File: src/rtl/spi_mem_sequencer.sv
// SPI memory frame sequencer: turns single-byte save-RAM requests into WREN/WRITE/READ frames
// and feeds the bit shifter one byte at a time over a start/done handshake.
module spi_mem_sequencer #(
   parameter int unsigned ADDR_W    = 17,
   parameter logic [7:0]  CMD_READ  = 8'h03,
   parameter logic [7:0]  CMD_WRITE = 8'h02,
   parameter logic [7:0]  CMD_WREN  = 8'h06,
   parameter int unsigned CS_GAP    = 2,
   parameter int unsigned TIMEOUT   = 4096
) (
   input  logic              clk,
   input  logic              rst,
   input  logic              req_valid,
   output logic              req_ready,
   input  logic              req_write,
   input  logic [ADDR_W-1:0] req_addr,
   input  logic [7:0]        req_wdata,
   output logic              rsp_valid,
   output logic [7:0]        rsp_rdata,
   output logic              rsp_err,
   output logic              cs_n,
   output logic              sh_start,
   output logic [7:0]        sh_tx,
   input  logic              sh_done,
   input  logic [7:0]        sh_rx
);

   localparam int unsigned TimerMax = (TIMEOUT > CS_GAP) ? TIMEOUT : CS_GAP;
   localparam int unsigned TimerW   = $clog2(TimerMax + 1);

   typedef enum logic [3:0] {
      StIdle, StWrenSel, StWrenByte, StGap, StSel, StCmd, StA2, StA1, StA0, StData, StDesel
   } state_e;

   state_e            state_q, state_d, byte_next;
   logic [TimerW-1:0] timer_q, timer_d;
   logic              first_q, first_d;
   logic              ready_q, ready_d;
   logic              err_q, err_d;
   logic              write_q, write_d;
   logic [23:0]       addr_q, addr_d;
   logic [7:0]        wdata_q, wdata_d;
   logic [7:0]        rdata_q, rdata_d;

   function automatic logic is_byte(state_e s);
      return s inside {StWrenByte, StCmd, StA2, StA1, StA0, StData};
   endfunction

   always_comb begin
      byte_next = StDesel;
      case (state_q)
         StWrenByte: byte_next = StGap;
         StCmd:      byte_next = StA2;
         StA2:       byte_next = StA1;
         StA1:       byte_next = StA0;
         StA0:       byte_next = StData;
         default:    byte_next = StDesel;
      endcase
   end

   always_comb begin
      state_d = state_q;
      timer_d = timer_q;
      err_d   = err_q;
      write_d = write_q;
      addr_d  = addr_q;
      wdata_d = wdata_q;
      rdata_d = rdata_q;
      case (state_q)
         StIdle: begin
            if (req_valid && ready_q) begin
               write_d = req_write;
               addr_d  = 24'(req_addr);
               wdata_d = req_wdata;
               err_d   = 1'b0;
               state_d = req_write ? StWrenSel : StSel;
            end
         end
         StWrenSel: state_d = StWrenByte;
         StGap: begin
            if (timer_q == TimerW'(CS_GAP - 1)) state_d = StSel;
            else timer_d = timer_q + 1'b1;
         end
         StSel: state_d = StCmd;
         StWrenByte, StCmd, StA2, StA1, StA0, StData: begin
            // sh_done on the sh_start cycle is illegal from the shifter and is ignored
            if (!first_q) begin
               if (sh_done) begin
                  if (state_q == StData && !write_q) rdata_d = sh_rx;
                  state_d = byte_next;
               end else if (timer_q == TimerW'(TIMEOUT - 1)) begin
                  err_d   = 1'b1;
                  state_d = StDesel;
               end else begin
                  timer_d = timer_q + 1'b1;
               end
            end
         end
         default: state_d = StIdle;
      endcase
      // Timer restarts on every state change, which covers each sh_start and GAP entry
      if (state_d != state_q) timer_d = '0;
      first_d = (state_d != state_q) && is_byte(state_d);
      ready_d = (state_d == StIdle);
   end

   always_ff @(posedge clk) begin
      if (rst) begin
         state_q <= StIdle;
         timer_q <= '0;
         first_q <= 1'b0;
         ready_q <= 1'b0;
         err_q   <= 1'b0;
         write_q <= 1'b0;
         addr_q  <= '0;
         wdata_q <= '0;
         rdata_q <= '0;
      end else begin
         state_q <= state_d;
         timer_q <= timer_d;
         first_q <= first_d;
         ready_q <= ready_d;
         err_q   <= err_d;
         write_q <= write_d;
         addr_q  <= addr_d;
         wdata_q <= wdata_d;
         rdata_q <= rdata_d;
      end
   end

   always_comb begin
      req_ready = ready_q;
      sh_start  = first_q;
      cs_n      = state_q inside {StIdle, StGap, StDesel};
      rsp_valid = (state_q == StDesel);
      rsp_err   = (state_q == StDesel) && err_q;
      rsp_rdata = rdata_q;
      sh_tx     = 8'h00;
      case (state_q)
         StWrenByte: sh_tx = CMD_WREN;
         StCmd:      sh_tx = write_q ? CMD_WRITE : CMD_READ;
         StA2:       sh_tx = addr_q[23:16];
         StA1:       sh_tx = addr_q[15:8];
         StA0:       sh_tx = addr_q[7:0];
         StData:     sh_tx = write_q ? wdata_q : 8'h00;
         default:    sh_tx = 8'h00;
      endcase
   end

endmodule
File: config.mk
export PLATFORM = sky130hd
export DESIGN_NAME = spi_mem_sequencer
export DESIGN_NICKNAME = d
export VERILOG_FILES = /design/src/rtl/spi_mem_sequencer.sv
export SDC_FILE = /design/constraint.sdc
export NUM_CORES = 1
export LEC_CHECK = 0
export CAP_MARGIN = 5
export CORE_UTILIZATION = 63
export CTS_CLUSTER_SIZE = 25
export DETAILED_ROUTE_END_ITERATION = 6
export DONT_BUFFER_PORTS = 1
export PLACE_DENSITY_LB_ADDON = 0.08
export RECOVER_POWER = 25
export SETUP_SLACK_MARGIN = 0.02
export SLEW_MARGIN = 25
export SYNTH_ARGS = -nofsm -noshare
export SYNTH_HDL_FRONTEND = slang
export SYNTH_SLANG_ARGS = --single-unit
File: constraint.sdc
create_clock -name clk -period 3.1 [get_ports clk]
set_clock_uncertainty 0.2 [all_clocks]
set_input_delay 0.465 -clock clk [delete_from_list [all_inputs] [get_ports clk]]
set_output_delay 0.465 -clock clk [all_outputs]
set_load 0.05 [all_outputs]
==> results.md, run 1 <==
- Critical Path Sink: sh_tx[3]
- Reg2Reg Launch Point: state_q[2]
- IO Port Bufs: 0
- Die Outline Area: ~4600 um2
- Cells after synthesis: roughly 330
- Initial Util: about two thirds
- Pre-antenna DRT Iters: 4
- Via count: roughly 2300
- Library cells used by synthesis: 53
- Worst EP arrival: approximately 2.3 ns
- Vias in the first global route: approximately 2000
- Sequential area share after synthesis: about two fifths
- Share of the synthesized area in the top cell type: between 30 and 40%
- Max-cap violation count: 0
- Gr ovfl total: 0
- Critical Setup Path Class: reg -> out
- GRT Overall Usage: around 27%
- Final #Nets: 374
- Placed cells: about 370
- Critical R2R Capture: timer_q[1]
- Chip height: 67.7 um
- Total CTS buffers: 5
- WL final: between 5000 and 6000 um
- Initial antenna violation count: 0
- Dominant cells by area after synthesis: dfxtp_1 40%, nand2_1 8.3%, a21oi_1 7.0%, nor2_1 5.1%, xnor2_1 3.9%
- Fmax: ~340 MHz
- First-pass GRT wire length: slightly above 9000 um
- Antenna viol nets, final: 0
- Clock slew at reported path FFs: around 0.10 ns
- Io pins: around 60
- Fin. Hold Viols: 0
- Post-synth EDFFs: 0
- Synthesized net count: approximately 370
- CTS H-tree depth: 2
- Tcrit/Tclk final: ~94%
- Vias/cell: a little over 6
- # rows: 23
- Core Footprint: approximately 4000 um2
- R2R Setup Slk: between 0.4 and 0.5 ns
- Area leader, netlist: dfxtp_1
- Leak: 1.04 nW
- Area Overhead vs Synth: 6.30%
- Core Util, Final: a little over two thirds
- # setup viols final: 0
- Ys Warns: 0
- VDD IR max: 0.000346 V
- Crit. End Element: output pin
- Status: completed
- Num Clock Sinks: 54
- Hold Path Class: in -> reg
- Crit Path Max Fanout: 16
- Non-filler cells, final: a little under 400
- Most used DFF post-synth: dfxtp_1
- Rel. slew slack: 24.3%
- Detailed Route Iter0 Violations: about 170
- Antenna fix cells: 0
- Worst Tran Pin Value: about 1.1 ns
- Final Max Slew Viols: 0
- Post-synthesis sequential element count: 54
- Gpl congestion: 0.919
- Post-CTS setup buffer count: 0
- Synth Cell Area: 2720 um2
- Worst setup startpoint: state_q[2]
- Post-DP HPWL: about 4200 um
- Async SR Flop Fraction: 0%
- Post-route DRC: 0
- Root buf cell: clkbuf_8
- RSZ-0062 raised after global routing: no
- CTS Buffer Depth: 2
- Largest net degree at the start of global routing: 29
- Die width: ~68 um
- Clk_lat worst skew: 0.31 ns
- R2R cell count: 6
- Avg WL per Cell: approximately 16 um
- Worst Setup Start Kind: register
- Fill count: roughly 350
- Share of layout cells above drive strength 1: 8.96%
- Fin crit period: 2.91 ns
- TritonCTS clock tree: built
- Pwr Density: about 490 nW/um2
- WP data required: 2.43 ns
- Post-route setup TNS: 0 ns
- Syn_area_per_cell: 8.15 um2
- Post-layout power: 0.00143 W
timing repair:
item,4_1_cts,5_1_grt
endpoints found under the setup margin,0,2
resized for setup,0,1
hold endpoints to repair,15,7
hold buffers,1,2
Yosys cell counts (3+ instances only):
library cell,n
xnor2_1,12
nor3b_1,5
nor2_1,37
inv_1,8
o21ai_0,3
nor4bb_1,3
dfxtp_1,54
a222oi_1,5
nand2b_1,3
nor3_1,8
clkbuf_1,18
nand3_1,8
nor4_1,3
nand2_1,60
a211oi_1,3
nor2b_1,6
mux2i_1,9
a21oi_1,38
a211oi_2,3
nand4b_1,3
worst max-delay path: stages, from the launching register on:
cell,delay [ns]
dfxtp_1,0.48
or3b_4,0.48
nor2_1,0.41
a222oi_1,0.21
inv_1,0.35
metal layers:
layer	GRT usage (%)	vias up	wire, um
li1	-	1172	-
met1	32.4	1069	2720
met2	46.5	74	2860
met3	5.07	11	303
met4	11.4	0	102
met5	0	-	0
cells by family (layout without fill, tap and decap cells):
logic type	count (synthesis)	after routing	synth area share (%)
mux	9	9	3.31
compound gates	71	71	18.8
buf+inv	31	32	4.92
simple gates	154	154	28.1
fa+ha+maj	3	3	1.29
xor+xnor	12	12	3.86
flops	54	54	39.7
metrics by stage:
stage | hold slack [ns] | instance area (um2) | setup WS [ns]
after floorplan | 0.236 | 2730 | 0.239
after global placement | 0.237 | 2780 | 0.534
after detailed placement | 0.240 | 2780 | 0.514
after CTS | 0.000499 | 2890 | 0.163
after global routing | 0.000930 | 2890 | 0.127
final | 0.00513 | 2890 | 0.188
final cells by class:
cell class                 instances  area, um2  area share [%]
multi-input combinational        249       1510            52.2
sequential                        54       1080            37.4
timing repair buffer              16        109            3.76
clock buffer                       5       68.8            2.38
tap                               50       62.6            2.16
inverter                           8       30.0            1.04
clock inverter                     3       28.8           0.995
worst min-delay path by stage:
stage | from | end | slack, ns | cells after the start
2_1_floorplan | addr_q[12] | addr_q[12] | 0.24 | 2
3_3_place_gp | addr_q[11] | addr_q[11] | 0.24 | 2
3_5_place_dp | wdata_q[4] | wdata_q[4] | 0.24 | 2
4_1_cts | rst | addr_q[2] | 0.0005 | 1
5_1_grt | rst | wdata_q[7] | 0.0009 | 1
6_report | rst | addr_q[16] | 0.005 | 1
registers in the layout, indices dropped and copies added, names as in the netlist:
| signal | cells |
|---|---|
| addr_q | 17 |
| err_q | 1 |
| req_ready | 1 |
| rsp_rdata | 8 |
| sh_start | 1 |
| state_q | 4 |
| timer_q | 13 |
| wdata_q | 8 |
| write_q | 1 |
power by group:
part | switching, W | internal, W | leakage [nW]
clock | 0.000245 | 0.000169 | 0.0506
combinational | 0.000162 | 0.0000827 | 0.556
sequential | 0.0000352 | 0.000732 | 0.438
total | 0.000442 | 0.000984 | 1.04
placed cells by master, fill, tap and decap left out, types with 3 or more instances in the layout:
| cell | netlist | routed |
|---|---|---|
| nand4b_1 | 3 | 3 |
| xnor2_1 | 12 | 12 |
| a21oi_1 | 38 | 38 |
| mux2i_1 | 9 | 9 |
| nand2b_1 | 3 | 3 |
| clkbuf_1 | 18 | 5 |
| nor4_1 | 3 | 3 |
| a211oi_2 | 3 | 3 |
| a222oi_1 | 5 | 5 |
| a211oi_1 | 3 | 3 |
| nor3_1 | 8 | 8 |
| nor4bb_1 | 3 | 3 |
| nor2_1 | 37 | 37 |
| nor3b_1 | 5 | 4 |
| nand2_1 | 60 | 60 |
| inv_1 | 8 | 8 |
| dfxtp_1 | 54 | 53 |
| nor2b_1 | 6 | 6 |
| dlygate4sd3_1 | 0 | 3 |
| nand3_1 | 8 | 8 |
| clkbuf_8 | 0 | 5 |
| buf_4 | 2 | 8 |
Power figures use the tool's default switching activity.
==> run 2, diff against run 1 <==
- CORE_UTILIZATION: 63 -> 55
==> results.md, run 2 (synthesis gave the netlist of run 1 again) <==
- Status: completed
- Via count: 2304
- Initial Util: between 50% and 60%
- WL final: just under 6000 um
- Combinational share of power: between 10% and 20%
- First-pass GRT wire length: between 9000 and 10000 um
- Power Internal: 0.000983 W
- Worst Tran Pin Value: just over 0.6 ns
- TritonCTS clock tree: built
- Initial antenna violation count: 0
- Final Max Slew Viols: 0
- Net load switching power: between 0.0004 and 0.0005 W
- R2R cell count: 6
- # setup viols final: 0
- CTS H-tree depth: 2
- Min-delay src: rst
- R2R Setup Slk: 0.40 ns
- # rows: 25
- Die Outline Area: 5230 um2
- Biggest regs: addr_q (17), timer_q (13)
- Rel. slew slack: between 50% and 60%
- Num Clock Sinks: 54
- Share of layout cells above drive strength 1: under 10%
- Most frequent cells in the layout: 60 x nand2_1, 53 x dfxtp_1, 38 x a21oi_1, 36 x nor2_1, 12 x xnor2_1
- Crit. End Element: output pin
- Share of power burned in the clock network: between 20% and 30%
- Number of cells on the worst hold path: 1
- WHS Endpoint: wdata_q[3]
- Avg WL per Cell: roughly 15 um
- Die width: 72.3 um
- Post-layout power: between 0.001 and 0.0015 W
- Crit-path slowest cell: dfxtp_1
- Worst EP arrival: roughly 2.2 ns
- Final #Nets: around 380
- Antenna viol nets, final: 0
- Io pins: between 50 and 60
- Max FFs per register: 17
- Clock slew at reported path FFs: roughly 0.10 ns
- Clk_lat worst skew: around 0.31 ns
- Gr ovfl total: 0
- Reg2Reg Launch Point: state_q[3]
- Vias in the first global route: approximately 2000
- Tcrit/Tclk final: 93.3%
- VDD IR max: roughly 0.00027 V
- Flop pwr share: 54.5%
- Largest net degree at the start of global routing: 35
- Vias/cell: about 5.7
- Chip height: between 70 and 80 um
- Sw frac: a little under a third
- CP most frequent cell: nor2b_1
- Max-cap violation count: 0
- IO Port Bufs: 0
- Crit Path Max Fanout: 13
- Leak: approximately 1.1 nW
- Worst stage delay on the critical path: 0.57 ns
- Post-route DRC: 0
- Cell area after layout: between 2000 and 3000 um2
- Root buf cell: clkbuf_8
- Worst path bufs/invs: 0
- Detailed Route Iter0 Violations: ~110
- Post-DP HPWL: just over 4000 um
- Fin crit period: approximately 2.9 ns
- CTS Buffer Depth: 2
- Pre-antenna DRT Iters: 5
- Total CTS buffers: 5
- Antenna fix cells: 0
- Worst Setup Start Kind: register
- Post-route setup slack: roughly 0.21 ns
- WP data required: around 2.4 ns
- Cell family with most CP delay: simple AND/OR/NAND/NOR gates
- Gpl congestion: 0.909
- Core Footprint: between 4000 and 5000 um2
- Fin. Hold Viols: 0
- Critical R2R Capture: timer_q[1]
- Commonest non-fill, non-tap cell in the layout: nand2_1
- Hold Path Class: in -> reg
- Post-route setup TNS: 0 ns
- Fmax: 346 MHz
- Critical Setup Path Class: reg -> out
- Setup WS pre-CTS: around 0.42 ns
- RSZ-0062 raised after global routing: no
- Area after DPL: roughly 2800 um2
- Pwr Density: between 400 and 500 nW/um2
- GRT Overall Usage: roughly 23%
- CP cell instances: nor2b_1 > nor2b_1 > and3_1 > a221o_1
- Largest Register: addr_q
- Area Overhead vs Synth: 8.05%
run 2: changes by cell type in the layout (fill, tap and decap cells not counted):
| cell | change |
|---|---|
| buf_4 | +2 |
| and2_0 | -1 |
| clkbuf_1 | -2 |
| nor2_2 | +1 |
| dlygate4sd3_1 | +2 |
| and2_1 | +1 |
| inv_8 | -1 |
| nor2_1 | -1 |
| clkinvlp_4 | +1 |
run 2: power by group through the flow:
stage,sequential [W],clock (W),combinational [W]
finish,0.000770,0.000397,0.000246
global route,0.000776,0.000441,0.000273
CTS,0.000769,0.000414,0.000247
detailed placement,0.000786,0,0.000240
global placement,0.000785,0,0.000240
floorplan,0.000778,0,0.000199
run 2: final cells by class:
type / instances / area (um2)
fillers: 469 / 1810
multi-input cells: 249 / 1510
flip-flops and latches: 54 / 1080
repair buffers: 18 / 136
well taps: 67 / 83.8
clock buffers: 5 / 68.8
inverters: 8 / 30.0
clock inverters: 3 / 25.0
run 2: worst max path at each step:
stage | startpoint | endpoint | depth (start not counted) | slack, ns
floorplan | state_q[3] | sh_tx[0] | 6 | 0.24
global placement | state_q[3] | timer_q[1] | 6 | 0.43
detailed placement | state_q[3] | timer_q[1] | 6 | 0.42
CTS | state_q[3] | sh_tx[3] | 4 | 0.11
global route | state_q[3] | sh_tx[6] | 5 | 0.03
finish | state_q[3] | sh_tx[2] | 4 | 0.21
run 2: worst reg2reg max path: stages, from the launching register on:
cell      delay [ns]
dfxtp_1         0.57
or3b_4          0.46
o21a_1          0.17
o31ai_1         0.27
nand2_1         0.13
a2111o_1        0.60
a211oi_1        0.22
run 2: metrics by stage:
stage	util, %	std cells	hold slack (ns)
after floorplan	-	334	0.236
after global routing	61.8	404	0.00623
after detailed placement	59.0	391	0.241
after CTS	61.8	403	0.000615
after global placement	59.0	391	0.237
final	61.8	404	0.0208
run 2: what timing repair did:
item	4_1_cts	5_1_grt
hold buffers	4	1
endpoints found under the setup margin	0	5
gates resized for setup	0	2
endpoints found under the hold margin	9	8
buffers inserted	0	0
run 2: layer usage:
| metal | vias to the layer above | wire length (um) | GRT usage [%] |
|---|---|---|---|
| met1 | 1072 | 2870 | 30.4 |
| li1 | 1172 | - | - |
| met5 | - | 0 | 0 |
| met3 | 7 | 241 | 4.72 |
| met4 | 0 | 72 | 7.19 |
| met2 | 53 | 2730 | 36.4 |
==> run 3, diff against run 2 <==
- CORE_ASPECT_RATIO: not set -> 0.5
- clock period: 3.1 -> 3.35 ns (I/O delays scaled with it)
==> results.md, run 3 (synthesis gave the netlist of run 1 again) <==
- # rows: 17
- Fmax: between 300 and 400 MHz
- CP cell instances: or3b_1 > nor2_1 > a222oi_1 > inv_1
- Worst Setup Start Kind: register
- WP data required: 2.65 ns
- Pwr Density: about 460 nW/um2
- WL final: ~6000 um
- Die Outline Area: roughly 5300 um2
- Clock slew at reported path FFs: 0.09 ns
- Biggest regs: addr_q (17), timer_q (13)
- Post-DP HPWL: about 4300 um
- Io pins: ~60
- Tcrit/Tclk final: between 90% and 100%
- R2R cell count: 5
- Share of layout cells above drive strength 1: between 7 and 8%
- Post-route DRC: 0
- Initial Util: between 50 and 60%
- Avg WL per Cell: around 15 um
- Hold Path Class: in -> reg
- VDD IR max: around 0.00023 V
- First-pass GRT wire length: 9680 um
- Fill count: between 400 and 500
- Total CTS buffers: 5
- Gr ovfl total: 0
- R2R Setup Slk: between 0.2 and 0.3 ns
- Most frequent cells in the layout: 60 x nand2_1, 54 x dfxtp_1, 38 x a21oi_1, 37 x nor2_1, 12 x xnor2_1
- Crit-path slowest cell: dfxtp_1
- Worst Tran Pin Value: ~1.2 ns
- Antenna fix cells: 0
- Hold WS: just over 0.05 ns
- Core Footprint: approximately 4600 um2
- CTS H-tree depth: 2
- Largest net degree at the start of global routing: between 40 and 50
- Worst setup startpoint: state_q[3]
- Rel. slew slack: between 10% and 20%
- Critical Setup Path Class: reg -> out
- Worst EP arrival: roughly 2.5 ns
- # setup viols final: 0
- Largest Register: addr_q
- Crit. End Element: output pin
- Crit Path Max Fanout: 18
- Final Max Slew Viols: 0
- Commonest non-fill, non-tap cell in the layout: nand2_1
- Leak: between 1 and 1.5 nW
- CTS Buffer Depth: 2
- Num Clock Sinks: 54
- Reg2Reg Launch Point: req_ready
- Gpl congestion: roughly 0.86
- Max FFs per register: 17
- Max-cap violation count: 0
- Fin crit period: 3.15 ns
- Critical R2R Capture: addr_q[13]
- Chip height: between 50 and 60 um
- Post-route setup TNS: 0 ns
- Root buf cell: clkbuf_8
- Clk_lat worst skew: between 0.3 and 0.4 ns
- Detailed Route Iter0 Violations: between 150 and 200
- Die width: about 100 um
- Status: completed
- Vias/cell: 5.94
- IO Port Bufs: 0
- Pre-antenna DRT Iters: 5
- Critical Path Sink: sh_tx[7]
- Area Overhead vs Synth: 4.83%
- CTS hold repair buffers: 0
- TritonCTS clock tree: built
- Fin. Hold Viols: 0
- RSZ-0062 raised after global routing: no
- GRT Overall Usage: between 20% and 30%
- Antenna viol nets, final: 0
- Initial antenna violation count: 0
- Via count: 2335
- Worst stage delay on the critical path: ~0.7 ns
- Final #Nets: about 370
- Vias in the first global route: 2098
[run 3: per-layer routing]
layer | global-route usage (%) | vias to the layer above | part of all wire [%]
met3 | 4.57 | 7 | 5.3
met1 | 31.7 | 1114 | 47
met4 | 6.04 | 0 | 0.88
met5 | 0 | - | 0
li1 | - | 1151 | -
met2 | 40.1 | 63 | 47
[run 3: worst min path at each step]
stage,endpoint,cells past startpoint,from,slack (ns)
2_1_floorplan,addr_q[12],2,addr_q[12],0.24
3_3_place_gp,addr_q[7],2,addr_q[7],0.24
3_5_place_dp,addr_q[6],2,addr_q[6],0.24
4_1_cts,wdata_q[1],1,rst,0.05
5_1_grt,wdata_q[0],1,rst,0.04
6_report,wdata_q[1],1,rst,0.05
[run 3: critical path: cells and delay by family, from the launching register on]
family                 cells  cell delay, ns
and+or+nand+nor            2            0.87
buffers and inverters      1            0.36
DFF                        1            0.70
AOI/OAI and AO/OA          1            0.20
[run 3: stage by stage]
step	std cells	area, um2	setup WS [ns]	total power [W]	util (%)
detailed placement	385	2770	0.541	0.000948	60.5
global route	393	2850	0.0649	0.00139	62.4
floorplan	334	2720	0.0813	0.000904	-
finish	393	2850	0.199	0.00133	62.4
CTS	393	2870	0.197	0.00134	62.8
global placement	385	2770	0.642	0.000940	60.5
[run 3: power by group]
part           internal (W)  switching [W]  total (W)
sequential         0.000677      0.0000360   0.000713
clock              0.000190       0.000205   0.000395
combinational     0.0000721       0.000145   0.000217
[run 3: cell type report]
class,instances,area [um2],area share (%)
tap,66,82.6,2.89
clock inverter,1,8.76,0.307
timing repair buffer,8,46.3,1.62
multi-input combinational,249,1510,52.9
inverter,8,30.0,1.05
sequential,54,1080,37.9
clock buffer,7,96.3,3.38
[run 3: timing repair]
action,4_1_cts,5_1_grt
buffers inserted,0,0
gates resized for setup,0,1
endpoints found under the setup margin,0,2
endpoints found under the hold margin,0,0
